<file path="config.mk">
export PLATFORM = sky130hd
export DESIGN_NAME = trace_scheduler
export DESIGN_NICKNAME = d
export VERILOG_FILES = /design/src/rtl/trace_scheduler_pkg.sv /design/src/rtl/trace_scheduler_fifo.sv /design/src/rtl/trace_scheduler.sv
export SDC_FILE = /design/constraint.sdc
export NUM_CORES = 1
export LEC_CHECK = 0
export ABC_AREA = 0
export BUFFER_PORTS_ARGS = -buffer_cell sky130_fd_sc_hd__buf_2
export CORE_UTILIZATION = 39
export DETAILED_ROUTE_END_ITERATION = 16
export GPL_TIMING_DRIVEN = 0
export PLACE_DENSITY = 0.65
export SLEW_MARGIN = 0
export SYNTH_ARGS = -nofsm -noshare
export SYNTH_HDL_FRONTEND = slang
export SYNTH_HIERARCHICAL = 1
export SYNTH_SLANG_ARGS = --single-unit
</file>
<file path="constraint.sdc">
create_clock -name clk -period 3.4 [get_ports clk]
set_input_delay 0.34 -clock clk [delete_from_list [all_inputs] [get_ports clk]]
set_output_delay 0.34 -clock clk [all_outputs]
set_load 0.03 [all_outputs]
</file>
<file path="src/rtl/trace_scheduler_pkg.sv">
// Shared types and defaults for the per-frame trace scheduler.
package trace_scheduler_pkg;

    localparam int DEF_COL_W    = 10;
    localparam int DEF_HEIGHT_W = 8;

    typedef enum logic [1:0] {
        ST_IDLE  = 2'd0,
        ST_ISSUE = 2'd1,
        ST_WAIT  = 2'd2,
        ST_FLUSH = 2'd3
    } state_t;

    // Result FIFO entry layout: {col, side, height}
    function automatic int entry_width(input int col_w, input int height_w);
        return col_w + 1 + height_w;
    endfunction

endpackage

</file>
<file path="src/rtl/trace_scheduler_fifo.sv">
// Small synchronous FIFO for tracer results: count output, combinational head.
module trace_scheduler_fifo #(
    parameter int DEPTH = 4,
    parameter int WIDTH = 19
) (
    input  logic                       clk,
    input  logic                       reset,
    input  logic                       push,
    input  logic [WIDTH-1:0]           push_data,
    input  logic                       pop,
    output logic [WIDTH-1:0]           head,
    output logic                       empty,
    output logic [$clog2(DEPTH):0]     count
);

    localparam int AW = $clog2(DEPTH);
    localparam logic [AW:0] FULL_COUNT = (AW + 1)'(DEPTH);

    logic [WIDTH-1:0] mem [DEPTH];
    logic [AW-1:0]    wr_ptr_reg;
    logic [AW-1:0]    rd_ptr_reg;
    logic [AW:0]      count_reg;
    logic             full;
    logic             do_push;
    logic             do_pop;

    assign full    = (count_reg == FULL_COUNT);
    assign empty   = (count_reg == '0);
    assign do_push = push & ~full;
    assign do_pop  = pop & ~empty;
    assign head    = mem[rd_ptr_reg];
    assign count   = count_reg;

    // Pointers wrap naturally because DEPTH is a power of two.
    always_ff @(posedge clk) begin
        if (!reset) begin
            wr_ptr_reg <= '0;
            rd_ptr_reg <= '0;
            count_reg  <= '0;
        end else begin
            if (do_push) wr_ptr_reg <= wr_ptr_reg + 1'b1;
            if (do_pop)  rd_ptr_reg <= rd_ptr_reg + 1'b1;
            case ({do_push, do_pop})
                2'b10:   count_reg <= count_reg + 1'b1;
                2'b01:   count_reg <= count_reg - 1'b1;
                default: count_reg <= count_reg;
            endcase
        end
    end

    always_ff @(posedge clk) begin
        if (do_push) mem[wr_ptr_reg] <= push_data;
    end

endmodule

</file>
<file path="src/rtl/trace_scheduler.sv">
// Issues one tracer job per column on each VBLANK rising edge and drains
// results into the trace buffer whenever the display is not reading it.
module trace_scheduler
    import trace_scheduler_pkg::*;
#(
    parameter int COL_FIRST  = 0,
    parameter int COL_LAST   = 639,
    parameter int FIFO_DEPTH = 4,
    parameter int COL_W      = DEF_COL_W,
    parameter int HEIGHT_W   = DEF_HEIGHT_W
) (
    input  logic                clk,
    input  logic                reset,
    input  logic                visible,
    input  logic                vblank,
    input  logic [COL_W-1:0]    h,
    output logic                trc_start,
    output logic [COL_W-1:0]    trc_col,
    input  logic                trc_done,
    input  logic                trc_side,
    input  logic [HEIGHT_W-1:0] trc_height,
    output logic [COL_W-1:0]    buf_addr,
    output logic                buf_we,
    output logic                buf_side,
    output logic [HEIGHT_W-1:0] buf_height,
    output logic                pass_busy,
    output logic                pass_done,
    output logic                overrun
);

    localparam int ENTRY_W = entry_width(COL_W, HEIGHT_W);
    localparam int CNT_W   = $clog2(FIFO_DEPTH) + 1;
    localparam logic [CNT_W-1:0] DEPTH_CNT   = CNT_W'(FIFO_DEPTH);
    localparam logic [COL_W-1:0] COL_FIRST_V = COL_W'(COL_FIRST);
    localparam logic [COL_W-1:0] COL_LAST_V  = COL_W'(COL_LAST);

    state_t              state_reg;
    state_t              state_next;
    logic [COL_W-1:0]    col_reg;
    logic                vblank_q_reg;
    logic                overrun_reg;

    logic                frame_edge;
    logic                space;
    logic                push;
    logic [ENTRY_W-1:0]  push_data;
    logic [ENTRY_W-1:0]  head;
    logic                fifo_empty;
    logic [CNT_W-1:0]    fifo_count;
    logic [COL_W-1:0]    head_col;
    logic                head_side;
    logic [HEIGHT_W-1:0] head_height;

    assign frame_edge  = vblank & ~vblank_q_reg;
    assign space       = (fifo_count < DEPTH_CNT);
    assign push        = (state_reg == ST_WAIT) & trc_done;
    assign push_data   = {col_reg, trc_side, trc_height};
    assign head_col    = head[ENTRY_W-1 -: COL_W];
    assign head_side   = head[HEIGHT_W];
    assign head_height = head[HEIGHT_W-1:0];

    trace_scheduler_fifo #(
        .DEPTH (FIFO_DEPTH),
        .WIDTH (ENTRY_W)
    ) u_fifo (
        .clk       (clk),
        .reset     (reset),
        .push      (push),
        .push_data (push_data),
        .pop       (buf_we),
        .head      (head),
        .empty     (fifo_empty),
        .count     (fifo_count)
    );

    always_ff @(posedge clk) begin
        if (!reset) begin
            state_reg    <= ST_IDLE;
            col_reg      <= COL_FIRST_V;
            vblank_q_reg <= 1'b0;
            overrun_reg  <= 1'b0;
        end else begin
            state_reg    <= state_next;
            vblank_q_reg <= vblank;
            if (state_reg == ST_IDLE) begin
                if (frame_edge) begin
                    col_reg     <= COL_FIRST_V;
                    overrun_reg <= 1'b0;
                end
            end else if (frame_edge || visible) begin
                overrun_reg <= 1'b1;
            end
            if (push && (col_reg != COL_LAST_V)) col_reg <= col_reg + 1'b1;
        end
    end

    always_comb begin
        state_next = state_reg;
        case (state_reg)
            ST_IDLE:  if (frame_edge) state_next = ST_ISSUE;
            ST_ISSUE: if (space)      state_next = ST_WAIT;
            ST_WAIT:  if (trc_done)   state_next = (col_reg == COL_LAST_V) ? ST_FLUSH : ST_ISSUE;
            ST_FLUSH: if (fifo_empty) state_next = ST_IDLE;
            default:                  state_next = ST_IDLE;
        endcase
    end

    // Empty FIFO presents zeros so idle outputs are clean rather than stale.
    always_comb begin
        trc_start  = (state_reg == ST_ISSUE) & space;
        trc_col    = col_reg;
        pass_busy  = (state_reg != ST_IDLE);
        pass_done  = (state_reg == ST_FLUSH) & fifo_empty;
        overrun    = overrun_reg;
        buf_we     = ~visible & ~fifo_empty;
        buf_addr   = visible ? h : (fifo_empty ? '0 : head_col);
        buf_side   = ~fifo_empty & head_side;
        buf_height = fifo_empty ? '0 : head_height;
    end

endmodule
</file>
==> results of run 1 <==
-- kinds of logic (layout without fill, tap and decap cells) --
| logic type | Yosys count | count (layout) |
|---|---|---|
| XOR/XNOR | 4 | 4 |
| AND/OR/NAND/NOR | 67 | 67 |
| adder cells (fa/ha/maj) | 7 | 7 |
| multiplexers | 23 | 23 |
| flip-flops | 99 | 99 |
| AO/OA/AOI/OAI | 41 | 41 |
| buffers and inverters | 21 | 93 |
-- power groups by stage --
stage               logic [mW]  registers, mW  clock network (mW)
global placement         0.130           1.34                   0
global route             0.144           1.31               0.750
finish                   0.132           1.31               0.681
detailed placement       0.133           1.34                   0
CTS                      0.133           1.31               0.701
floorplan               0.0845           1.34                   0
-- worst max-delay path by stage --
stage	end	slack, ns	cells past startpoint
6_report	u_fifo/count[2]	0.39	9
5_1_grt	u_fifo/count[2]	0.20	9
4_1_cts	u_fifo/count[2]	0.37	9
3_5_place_dp	u_fifo/count[2]	0.40	9
3_3_place_gp	u_fifo/count[2]	0.45	9
2_1_floorplan	u_fifo/count[2]	0.62	9
-- layout make-up --
cell class | count | area (sq um) | area share, %
multi-input combinational | 142 | 1380 | 28.5
sequential | 99 | 2740 | 56.5
clock buffer | 10 | 128 | 2.63
tap | 136 | 170 | 3.51
inverter | 13 | 48.8 | 1.01
clock inverter | 6 | 46.3 | 0.954
buffer | 8 | 57.6 | 1.19
timing repair buffer | 56 | 280 | 5.77
-- per-stage QoR --
step	hold WS, ns	instance area [sq um]	total power [mW]	utilization [%]	worst slack [ns]
final	0.188	4850	2.12	46.6	0.390
after global routing	0.172	4850	2.21	46.6	0.199
after CTS	0.174	4850	2.15	46.6	0.369
after detailed placement	0.479	4680	1.47	44.9	0.400
after global placement	0.466	4680	1.47	44.9	0.449
after floorplan	0.439	4230	1.42	-	0.621
-- worst max-delay path, cell delays in order, from the launching register on --
cell	delay, ns
sky130_fd_sc_hd__dfxtp_1	0.44
sky130_fd_sc_hd__nor3_2	0.12
sky130_fd_sc_hd__nor2_1	0.81
sky130_fd_sc_hd__nor2b_1	0.30
sky130_fd_sc_hd__ha_1	0.23
sky130_fd_sc_hd__inv_1	0.06
sky130_fd_sc_hd__fa_1	0.37
sky130_fd_sc_hd__xor2_1	0.16
sky130_fd_sc_hd__or3_1	0.30
sky130_fd_sc_hd__a21boi_0	0.15
-- per-layer routing --
layer	global-route usage, %	wire length [microns]	vias to the layer above
met1	19.8	3580	1195
met2	22.1	3620	65
met5	0	0	-
met3	3.07	375	11
met4	5.95	129	0
li1	-	-	1158
-- layout by cell type (no fill, tap or decap), drive strengths merged, types with 4 or more instances in the layout --
| master | netlist | routed |
|---|---|---|
| a21boi | 5 | 5 |
| a21oi | 4 | 4 |
| a22o | 9 | 9 |
| a31oi | 9 | 9 |
| and2 | 9 | 9 |
| buf | 5 | 61 |
| clkbuf | 3 | 13 |
| dfxtp | 23 | 23 |
| edfxtp | 76 | 76 |
| ha | 6 | 6 |
| inv | 13 | 17 |
| mux4 | 20 | 20 |
| nand2 | 15 | 15 |
| nand2b | 5 | 5 |
| nor2 | 4 | 4 |
| nor2b | 11 | 11 |
| o21ai | 10 | 10 |
==> run summary, run 1 <==
LOGIC SYNTHESIS
-----------------------------------------------------------------------------------------------------------------
Mux contribution to synthesized area                                                                        12.2%
Cell taking the most area after synthesis                                                            sky130_fd_sc_hd__edfxtp_1
Post-synthesis sequential element count                                                                        99
Synthesized net count                                                                                         293
Register area share after synthesis                                                                         64.8%
Number of distinct standard cells referenced by the synthesized netlist                                        48
Xor and xnor fraction of the mapped netlist area                                                           0.828%
Arithmetic-cell share of the synthesized area counting full adders, half adders and majority gates          2.25%
Average instance area after synthesis                                                                  16.1 sq um
Ys async rst share                                                                                             0%
Yosys warns                                                                                                     6
Count leader, synth                                                                                  sky130_fd_sc_hd__edfxtp_1
Post-synthesis simple-gate area fraction                                                                    10.0%
Most used DFF post-synth                                                                             sky130_fd_sc_hd__edfxtp_1
Top-area cell type share of the netlist area                                                                53.9%
Dominant combinational cell family by area after synthesis                                           multiplexers
Commonest cells post-synth                                                                           sky130_fd_sc_hd__edfxtp_1, sky130_fd_sc_hd__dfxtp_1, sky130_fd_sc_hd__nand2_1
Synth Instances                                                                                               262
Netlist area before placement                                                                        0.00423 sq mm
Number of enable-type register cells in the synthesized netlist                                                76
Complex-gate fraction of the synthesized area                                                               7.34%
Leading post-synthesis cells by cell area                                                            sky130_fd_sc_hd__edfxtp_1, sky130_fd_sc_hd__dfxtp_1, sky130_fd_sc_hd__mux4_1

ROUTING
-----------------------------------------------------------------------------------------------------------------
Iteration-0 DRC count of the detailed router                                                                  148
Total wire length after detailed routing                                                             7700 microns
Via/cell ratio                                                                                               5.17
Number of DRC violations after detailed routing                                                                 0
Number of antenna-violating nets in the routed design                                                           0
Number of vias in the routed layout                                                                          2429
Wire per inst                                                                                        16.4 microns
Drt pass-1 iters                                                                                                4

HOLD PATH
-----------------------------------------------------------------------------------------------------------------
Hold path startpoint                                                                                 trc_height[4]
Hold Path Depth                                                                                                 1
Worst Hold Class                                                                                     primary input to flop
Worst hold path endpoint                                                                             u_fifo/mem[0][4]

POWER
-----------------------------------------------------------------------------------------------------------------
Psw                                                                                                        496 uW
Clock network power share                                                                                   32.1%
Peak supply drop                                                                                           212 uV
Static leakage                                                                                            1.71 nW
Power per cell area                                                                                   437 mW/mm^2
Switching portion of total power                                                                            23.3%
Combinational cell fraction of total power                                                                   6.2%
Internal                                                                                                  1.63 mW
Flop pwr share                                                                                              61.7%

CELLS AND AREA
-----------------------------------------------------------------------------------------------------------------
Number of flip-flops in the largest register                                                                   76
Share of layout cells above drive strength 1                                                                29.3%
Layout-stage area growth over the synthesis result                                                          14.8%
ANT cells                                                                                                       0
FILL cells                                                                                                    927
Final std cells w/o fill                                                                                      470
Final net count                                                                                               360

SETUP PATH
-----------------------------------------------------------------------------------------------------------------
Required time at the worst-slack endpoint                                                                 3.69 ns
R2R cell count                                                                                                  9
Reg-to-reg slack, setup                                                                                   0.39 ns
Worst Setup Path Type                                                                                flop to flop
Critical path origin                                                                                 u_fifo/count[2]
Arr. time, crit path                                                                                      3.30 ns
Beginning of the worst register-to-register path                                                     u_fifo/count[2]
Kind of launch point of the worst setup path                                                                 flop
Worst-path maximum fanout                                                                                      13
End of the worst register-to-register path                                                           u_fifo/count[2]
Critical Path Sink Type                                                                                      flop

PLACED DESIGN
-----------------------------------------------------------------------------------------------------------------
Last weighted congestion value of the routability-driven placer                                             0.749
Number of cells after detailed placement                                                                      454
HPWL after DPL                                                                                       5050 microns
Number of buffers inserted by port buffering                                                                   56

CLOCK TREE
-----------------------------------------------------------------------------------------------------------------
Worst skew pair latency                                                                                   0.36 ns
Clock Tree Buf Depth                                                                                            2
Cts hold-fix bufs                                                                                               0
Deepest level of the CTS H-tree                                                                                 3
Post-CTS setup buffer count                                                                                     0
CTS clk-pin slew, worst paths                                                                             0.10 ns
Number of buffers created by CTS                                                                                9
Post-CTS Resized                                                                                                0
TritonCTS clock tree                                                                                         done
Clk sink count                                                                                                 99
Buffer type at the clock tree root                                                                   sky130_fd_sc_hd__clkbuf_8

GRT
-----------------------------------------------------------------------------------------------------------------
Wire length of the first global-routing pass                                                         12000 microns
Overall track demand over capacity in global routing                                                        14.4%
Congestion Overflow GR                                                                                          0
Antenna violations before repair                                                                                0
Pin count of the biggest net entering global routing                                                           20
Via count of the first global-routing pass                                                                   2288

STATUS
-----------------------------------------------------------------------------------------------------------------
Status                                                                                                  completed

DIE
-----------------------------------------------------------------------------------------------------------------
Starting Density                                                                                            40.6%
Number of placed I/O pins                                                                                      58
Vert. Die Dim                                                                                         106 microns
Row count                                                                                                      37
Overall die width                                                                                     106 microns
Die ar.                                                                                              0.0113 sq mm
Total core area                                                                                      0.0104 sq mm

TIMING
-----------------------------------------------------------------------------------------------------------------
Final period utilization                                                                                    88.5%
Post-Route Skew                                                                                         0.0182 ns
Final critical-path required period                                                                       3.01 ns
Hold Fails Final Rpt                                                                                            0
Final setup TNS                                                                                              0 ns
Total setup violations reported at the end of the flow                                                          0
Number of max-slew violations in the final report                                                               0
Worst rel slew slack                                                                                        29.8%
Highest clock frequency the design can meet                                                             0.332 GHz
Unrepaired setup endpoints after global routing                                                                no
Slew @ Worst Pin                                                                                          1.05 ns

RUN
-----------------------------------------------------------------------------------------------------------------
Maximum capacitance violations                                                                                  0

(Power assumes the default switching activity.)
==> run 2, diff against run 1 <==
==> constraint.sdc (replaced) <==
create_clock -name clk -period 2.8 [get_ports clk]
set_input_delay 0.28 -clock clk [delete_from_list [all_inputs] [get_ports clk]]
set_output_delay 0.28 -clock clk [all_outputs]
set_load 0.03 [all_outputs]
==> run summary, run 2 (synthesized netlist as in run 1, its figures left out) <==
STATUS
-------------------------------------------------------------------------------------
Status                                                                      completed

SETUP PATH
-------------------------------------------------------------------------------------
Worst-path maximum fanout                                                          13
Critical Path Sink Type                                                          flop
Largest delay contributor family on the critical path                    simple AND/OR/NAND/NOR gates
Standard cell with the maximum stage delay on the critical path          sky130_fd_sc_hd__dfxtp_1
Cell Chain, Critical Path                                                nor3_2 > nor2_4 > nor2b_1 > ha_1 > inv_1 > fa_1 > xor2_1 > or3_1 > a21boi_0
Delay contributed by the slowest stage of the critical path                   0.44 ns
Arr. time, crit path                                                          2.81 ns
R2R cell count                                                                      9
Kind of launch point of the worst setup path                                     flop
Crit. path cell count                                                               9
Number of buffer and inverter instances along the worst setup path                  1
Required time at the worst-slack endpoint                                     3.09 ns
Worst Setup Path Type                                                    flop to flop

TIMING
-------------------------------------------------------------------------------------
Worst rel slew slack                                                            29.1%
Final setup TNS                                                                  0 ns
Number of max-slew violations in the final report                                   0
Hold Fails Final Rpt                                                                0
Highest clock frequency the design can meet                                 0.396 GHz
Post-Route Skew                                                             0.0199 ns
Final period utilization                                                        90.2%
Unrepaired setup endpoints after global routing                                    no
Total setup violations reported at the end of the flow                              0
Final critical-path required period                                           2.52 ns
Slew @ Worst Pin                                                              1.06 ns

DIE
-------------------------------------------------------------------------------------
Number of placed I/O pins                                                          58
Row count                                                                          37
Overall die width                                                         106 microns
Total core area                                                          0.0104 sq mm
Starting Density                                                                40.6%
Die ar.                                                                  0.0113 sq mm
Vert. Die Dim                                                             106 microns

PLACED DESIGN
-------------------------------------------------------------------------------------
Placement-stage cell area                                                0.00468 sq mm
Last weighted congestion value of the routability-driven placer                 0.749
Number of buffers inserted by port buffering                                       56
HPWL after DPL                                                           5050 microns

CELLS AND AREA
-------------------------------------------------------------------------------------
Number of flip-flops in the largest register                                       76
Layout-stage area growth over the synthesis result                              14.9%
Fin area                                                                 0.00486 sq mm
Top library cells by usage in the layout, fill and taps aside            sky130_fd_sc_hd__edfxtp_1, sky130_fd_sc_hd__buf_2, sky130_fd_sc_hd__dfxtp_1
Final net count                                                                   360
ANT cells                                                                           0
FILL cells                                                                        928
Register Area                                                            0.00274 sq mm
Share of layout cells above drive strength 1                                    29.6%
Most frequent standard cell in the layout excluding fill and tap cells   sky130_fd_sc_hd__edfxtp_1
Footprint of the multi-input gates                                       0.00139 sq mm

HOLD PATH
-------------------------------------------------------------------------------------
Worst Hold Class                                                         primary input to flop
Hold Path Depth                                                                     1

POWER
-------------------------------------------------------------------------------------
Static leakage                                                                1.71 nW
Power, Total                                                                  2.58 mW
Power per cell area                                                       530 mW/mm^2
Peak supply drop                                                               257 uV

ROUTING
-------------------------------------------------------------------------------------
Number of DRC violations after detailed routing                                     0
Iteration-0 DRC count of the detailed router                                      144
Via/cell ratio                                                                   5.17
Total wire length after detailed routing                                 7660 microns
Wire per inst                                                            16.3 microns
Drt pass-1 iters                                                                    4
Number of vias in the routed layout                                              2428
Number of antenna-violating nets in the routed design                               0

CLOCK TREE
-------------------------------------------------------------------------------------
Clk sink count                                                                     99
CTS clk-pin slew, worst paths                                                 0.10 ns
Clock Tree Buf Depth                                                                2
Deepest level of the CTS H-tree                                                     3
Worst skew pair latency                                                       0.37 ns
TritonCTS clock tree                                                             done
Buffer type at the clock tree root                                       sky130_fd_sc_hd__clkbuf_8
Number of buffers created by CTS                                                    9

RUN
-------------------------------------------------------------------------------------
Maximum capacitance violations                                                      0

GRT
-------------------------------------------------------------------------------------
Congestion Overflow GR                                                              0
Wire length of the first global-routing pass                             12000 microns
Antenna violations before repair                                                    0
Overall track demand over capacity in global routing                            14.4%
Via count of the first global-routing pass                                       2288
Pin count of the biggest net entering global routing                               20

-- run 2: worst register-to-register path: cells and delay by family (launching register included) --
| family | cells | cell delay [ns] |
|---|---|---|
| flip-flops | 1 | 0.44 |
| XOR/XNOR | 1 | 0.16 |
| AND/OR/NAND/NOR | 4 | 1.04 |
| buffers and inverters | 1 | 0.06 |
| adder cells (fa/ha/maj) | 2 | 0.60 |
| AO/OA/AOI/OAI | 1 | 0.15 |
-- run 2: area by class of cell --
class	count	area share (%)
timing repair buffer	56	5.76
inverter	13	1.00
sequential	99	56.4
multi-input combinational	142	28.6
clock buffer	10	2.62
tap	136	3.50
clock inverter	6	0.952
buffer	8	1.18
-- run 2: stage by stage --
| stage | utilization (%) | setup WS [ns] | hold slack (ns) | std cells |
|---|---|---|---|---|
| floorplan | - | 0.0208 | 0.379 | 262 |
| global placement | 44.9 | -0.151 | 0.466 | 454 |
| detailed placement | 44.9 | -0.200 | 0.479 | 454 |
| CTS | 46.6 | 0.0624 | 0.114 | 470 |
| global route | 46.7 | 0.139 | 0.112 | 470 |
| finish | 46.7 | 0.275 | 0.127 | 470 |
-- run 2: timing repair --
item,CTS,global route
cloned,0,0
gates resized for setup,1,1
setup endpoints to repair,1,1
hold buffers,0,0
buffers inserted,0,0
-- run 2: path summary, 6_finish.rpt --
path | end | slack (ns) | startpoint
setup / recovery | u_fifo/count[2] | 0.28 | u_fifo/count[2]
hold / removal | u_fifo/mem[0][4] | 0.13 | trc_height[4]
setup reg to reg | u_fifo/count[2] | 0.28 | u_fifo/count[2]
hold reg to reg | overrun | 0.49 | overrun
-- run 2: power by group --
| group | internal [mW] | switching (mW) | leakage, nW | total [mW] |
|---|---|---|---|---|
| clock network | 0.333 | 0.493 | 0.0857 | 0.826 |
| logic | 0.0616 | 0.0992 | 0.718 | 0.161 |
| registers | 1.58 | 0.00993 | 0.906 | 1.59 |
-- run 2: routing by layer --
layer  GRT usage (%)  wire, microns  vias up  part of all wire, %
met1            19.8           3500     1187                   46
met4            5.95            129        0                  1.7
li1                -              -     1159                    -
met3            3.07            371       11                  4.8
met5               0              0        -                    0
met2            22.1           3660       71                   48
==> run 3, diff against run 2 <==
--- a/config.mk
+++ b/config.mk
@@ -7,10 +7,12 @@
 export LEC_CHECK = 0
 export ABC_AREA = 0
 export BUFFER_PORTS_ARGS = -buffer_cell sky130_fd_sc_hd__buf_2
+export CELL_PAD_IN_SITES_DETAIL_PLACEMENT = 0
+export CELL_PAD_IN_SITES_GLOBAL_PLACEMENT = 1
 export CORE_UTILIZATION = 39
 export DETAILED_ROUTE_END_ITERATION = 16
 export GPL_TIMING_DRIVEN = 0
-export PLACE_DENSITY = 0.65
+export PLACE_DENSITY = 0.74
 export SLEW_MARGIN = 0
 export SYNTH_ARGS = -nofsm -noshare
 export SYNTH_HDL_FRONTEND = slang
==> run summary, run 3 (synthesized netlist as in run 1, its figures left out) <==
TIMING
-------------------------------------------------------------------------------------
Unrepaired setup endpoints after global routing                                    no
Slew @ Worst Pin                                                              1.06 ns
Final critical-path required period                                           2.55 ns
Final period utilization                                                        91.1%
Highest clock frequency the design can meet                                 0.392 GHz
Worst rel slew slack                                                            29.5%
Final setup TNS                                                                  0 ns
Post-Route Skew                                                             0.0155 ns
Hold Fails Final Rpt                                                                0
Total setup violations reported at the end of the flow                              0
Number of max-slew violations in the final report                                   0

DIE
-------------------------------------------------------------------------------------
Die ar.                                                                  0.0113 sq mm
Total core area                                                          0.0104 sq mm
Starting Density                                                                40.6%
Overall die width                                                         106 microns
Number of placed I/O pins                                                          58
Vert. Die Dim                                                             106 microns
Row count                                                                          37

HOLD PATH
-------------------------------------------------------------------------------------
Worst Hold Class                                                         primary input to flop

CLOCK TREE
-------------------------------------------------------------------------------------
CTS clk-pin slew, worst paths                                                 0.10 ns
Worst skew pair latency                                                       0.36 ns
Clk sink count                                                                     99
TritonCTS clock tree                                                             done
Cts hold-fix bufs                                                                   0
Deepest level of the CTS H-tree                                                     3
Buffer type at the clock tree root                                       sky130_fd_sc_hd__clkbuf_8
Post-CTS Resized                                                                    1
Number of buffers created by CTS                                                    9
Clock Tree Buf Depth                                                                2
Post-CTS setup buffer count                                                         0

RUN
-------------------------------------------------------------------------------------
Maximum capacitance violations                                                      0

GRT
-------------------------------------------------------------------------------------
Overall track demand over capacity in global routing                            14.3%
Pin count of the biggest net entering global routing                               20
Antenna violations before repair                                                    0
Wire length of the first global-routing pass                             12000 microns
Via count of the first global-routing pass                                       2319
Congestion Overflow GR                                                              0

SETUP PATH
-------------------------------------------------------------------------------------
Critical Path Sink Type                                                          flop
Worst-path maximum fanout                                                          13
Required time at the worst-slack endpoint                                     3.08 ns
Kind of launch point of the worst setup path                                     flop
Arr. time, crit path                                                          2.83 ns
Worst Setup Path Type                                                    flop to flop

ROUTING
-------------------------------------------------------------------------------------
Number of vias in the routed layout                                              2385
Number of antenna-violating nets in the routed design                               0
Iteration-0 DRC count of the detailed router                                      163
Drt pass-1 iters                                                                    4
Total wire length after detailed routing                                 7590 microns
Via/cell ratio                                                                   5.07
Number of DRC violations after detailed routing                                     0
Wire per inst                                                            16.1 microns

POWER
-------------------------------------------------------------------------------------
Power per cell area                                                       533 mW/mm^2
Switching portion of total power                                                23.7%
Psw                                                                            615 uW
Peak supply drop                                                               232 uV
Clock network power share                                                       32.5%
Internal                                                                      1.98 mW
Flop pwr share                                                                  61.3%
Static leakage                                                                1.72 nW
Combinational cell fraction of total power                                       6.2%

CELLS AND AREA
-------------------------------------------------------------------------------------
Final std cells w/o fill                                                          470
Number of flip-flops in the largest register                                       76
Share of layout cells above drive strength 1                                    29.9%
Layout-stage area growth over the synthesis result                              15.2%
Final net count                                                                   360
Top library cells by usage in the layout, fill and taps aside            sky130_fd_sc_hd__edfxtp_1, sky130_fd_sc_hd__buf_2, sky130_fd_sc_hd__dfxtp_1
Most frequent standard cell in the layout excluding fill and tap cells   sky130_fd_sc_hd__edfxtp_1
ANT cells                                                                           0

PLACED DESIGN
-------------------------------------------------------------------------------------
Last weighted congestion value of the routability-driven placer                 0.758
Number of buffers inserted by port buffering                                       56
Number of cells after detailed placement                                          454
HPWL after DPL                                                           4910 microns

STATUS
-------------------------------------------------------------------------------------
Status                                                                      completed

==> run 3: cell count changes in the layout (fill, tap and decap cells not counted), sizes merged <==
cell    previous run  this run
inv               17        16
clkinv             1         3
clkbuf            13        12
==> run 3: per-stage QoR <==
stage	area, sq um	util, %	hold WS (ns)	worst slack (ns)	total power [mW]
6_report	4870	46.8	0.139	0.249	2.60
5_1_grt	4870	46.8	0.116	0.0391	2.71
4_1_cts	4870	46.7	0.119	0.0361	2.64
3_5_place_dp	4680	44.9	0.490	-0.205	1.79
3_3_place_gp	4680	44.9	0.466	-0.166	1.78
2_1_floorplan	4230	-	0.379	0.0208	1.73
==> run 3: area by class of cell <==
| cell class | count | area, sq um |
|---|---|---|
| Multi-Input combinational cell | 142 | 1390 |
| Clock inverter | 7 | 60.1 |
| Buffer | 8 | 57.6 |
| Sequential cell | 99 | 2740 |
| Timing Repair Buffer | 56 | 280 |
| Inverter | 13 | 48.8 |
| Clock buffer | 9 | 124 |
| Tap cell | 136 | 170 |
| Fill cell | 927 | 5540 |
==> run 3: power groups by stage <==
| stage | clock network [mW] | logic (mW) | registers [mW] |
|---|---|---|---|
| global route | 0.935 | 0.175 | 1.59 |
| detailed placement | 0 | 0.162 | 1.63 |
| global placement | 0 | 0.159 | 1.63 |
| floorplan | 0 | 0.103 | 1.63 |
| finish | 0.845 | 0.161 | 1.59 |
| CTS | 0.882 | 0.162 | 1.59 |
==> run 3: layer usage <==
metal	global-route usage, %	vias up	part of all wire, %
li1	-	1159	-
met1	19.6	1150	47
met2	22.1	74	46
met3	2.88	2	6.2
met4	6.25	0	0.67
met5	0	-	0
==> run 3: worst max-delay path: stages (launching register included) <==
cell and delay, ns:
sky130_fd_sc_hd__dfxtp_1 0.44, sky130_fd_sc_hd__nor3_2 0.13, sky130_fd_sc_hd__nor2_4 0.35, sky130_fd_sc_hd__nor2b_1 0.26
sky130_fd_sc_hd__ha_1 0.23, sky130_fd_sc_hd__inv_1 0.07, sky130_fd_sc_hd__fa_1 0.37, sky130_fd_sc_hd__xor2_1 0.16
sky130_fd_sc_hd__or3_1 0.30, sky130_fd_sc_hd__a21boi_0 0.17
==> run 3: path summary, 6_finish.rpt <==
| check | startpoint | endpoint | slack, ns | depth (start not counted) |
|---|---|---|---|---|
| min reg2reg | u_fifo/wr_ptr_reg[1] | u_fifo/wr_ptr_reg[1] | 0.50 | 2 |
| max | u_fifo/count[2] | u_fifo/count[2] | 0.25 | 9 |
| max reg2reg | u_fifo/count[2] | u_fifo/count[2] | 0.25 | 9 |
| min | trc_height[2] | u_fifo/mem[0][2] | 0.14 | 1 |
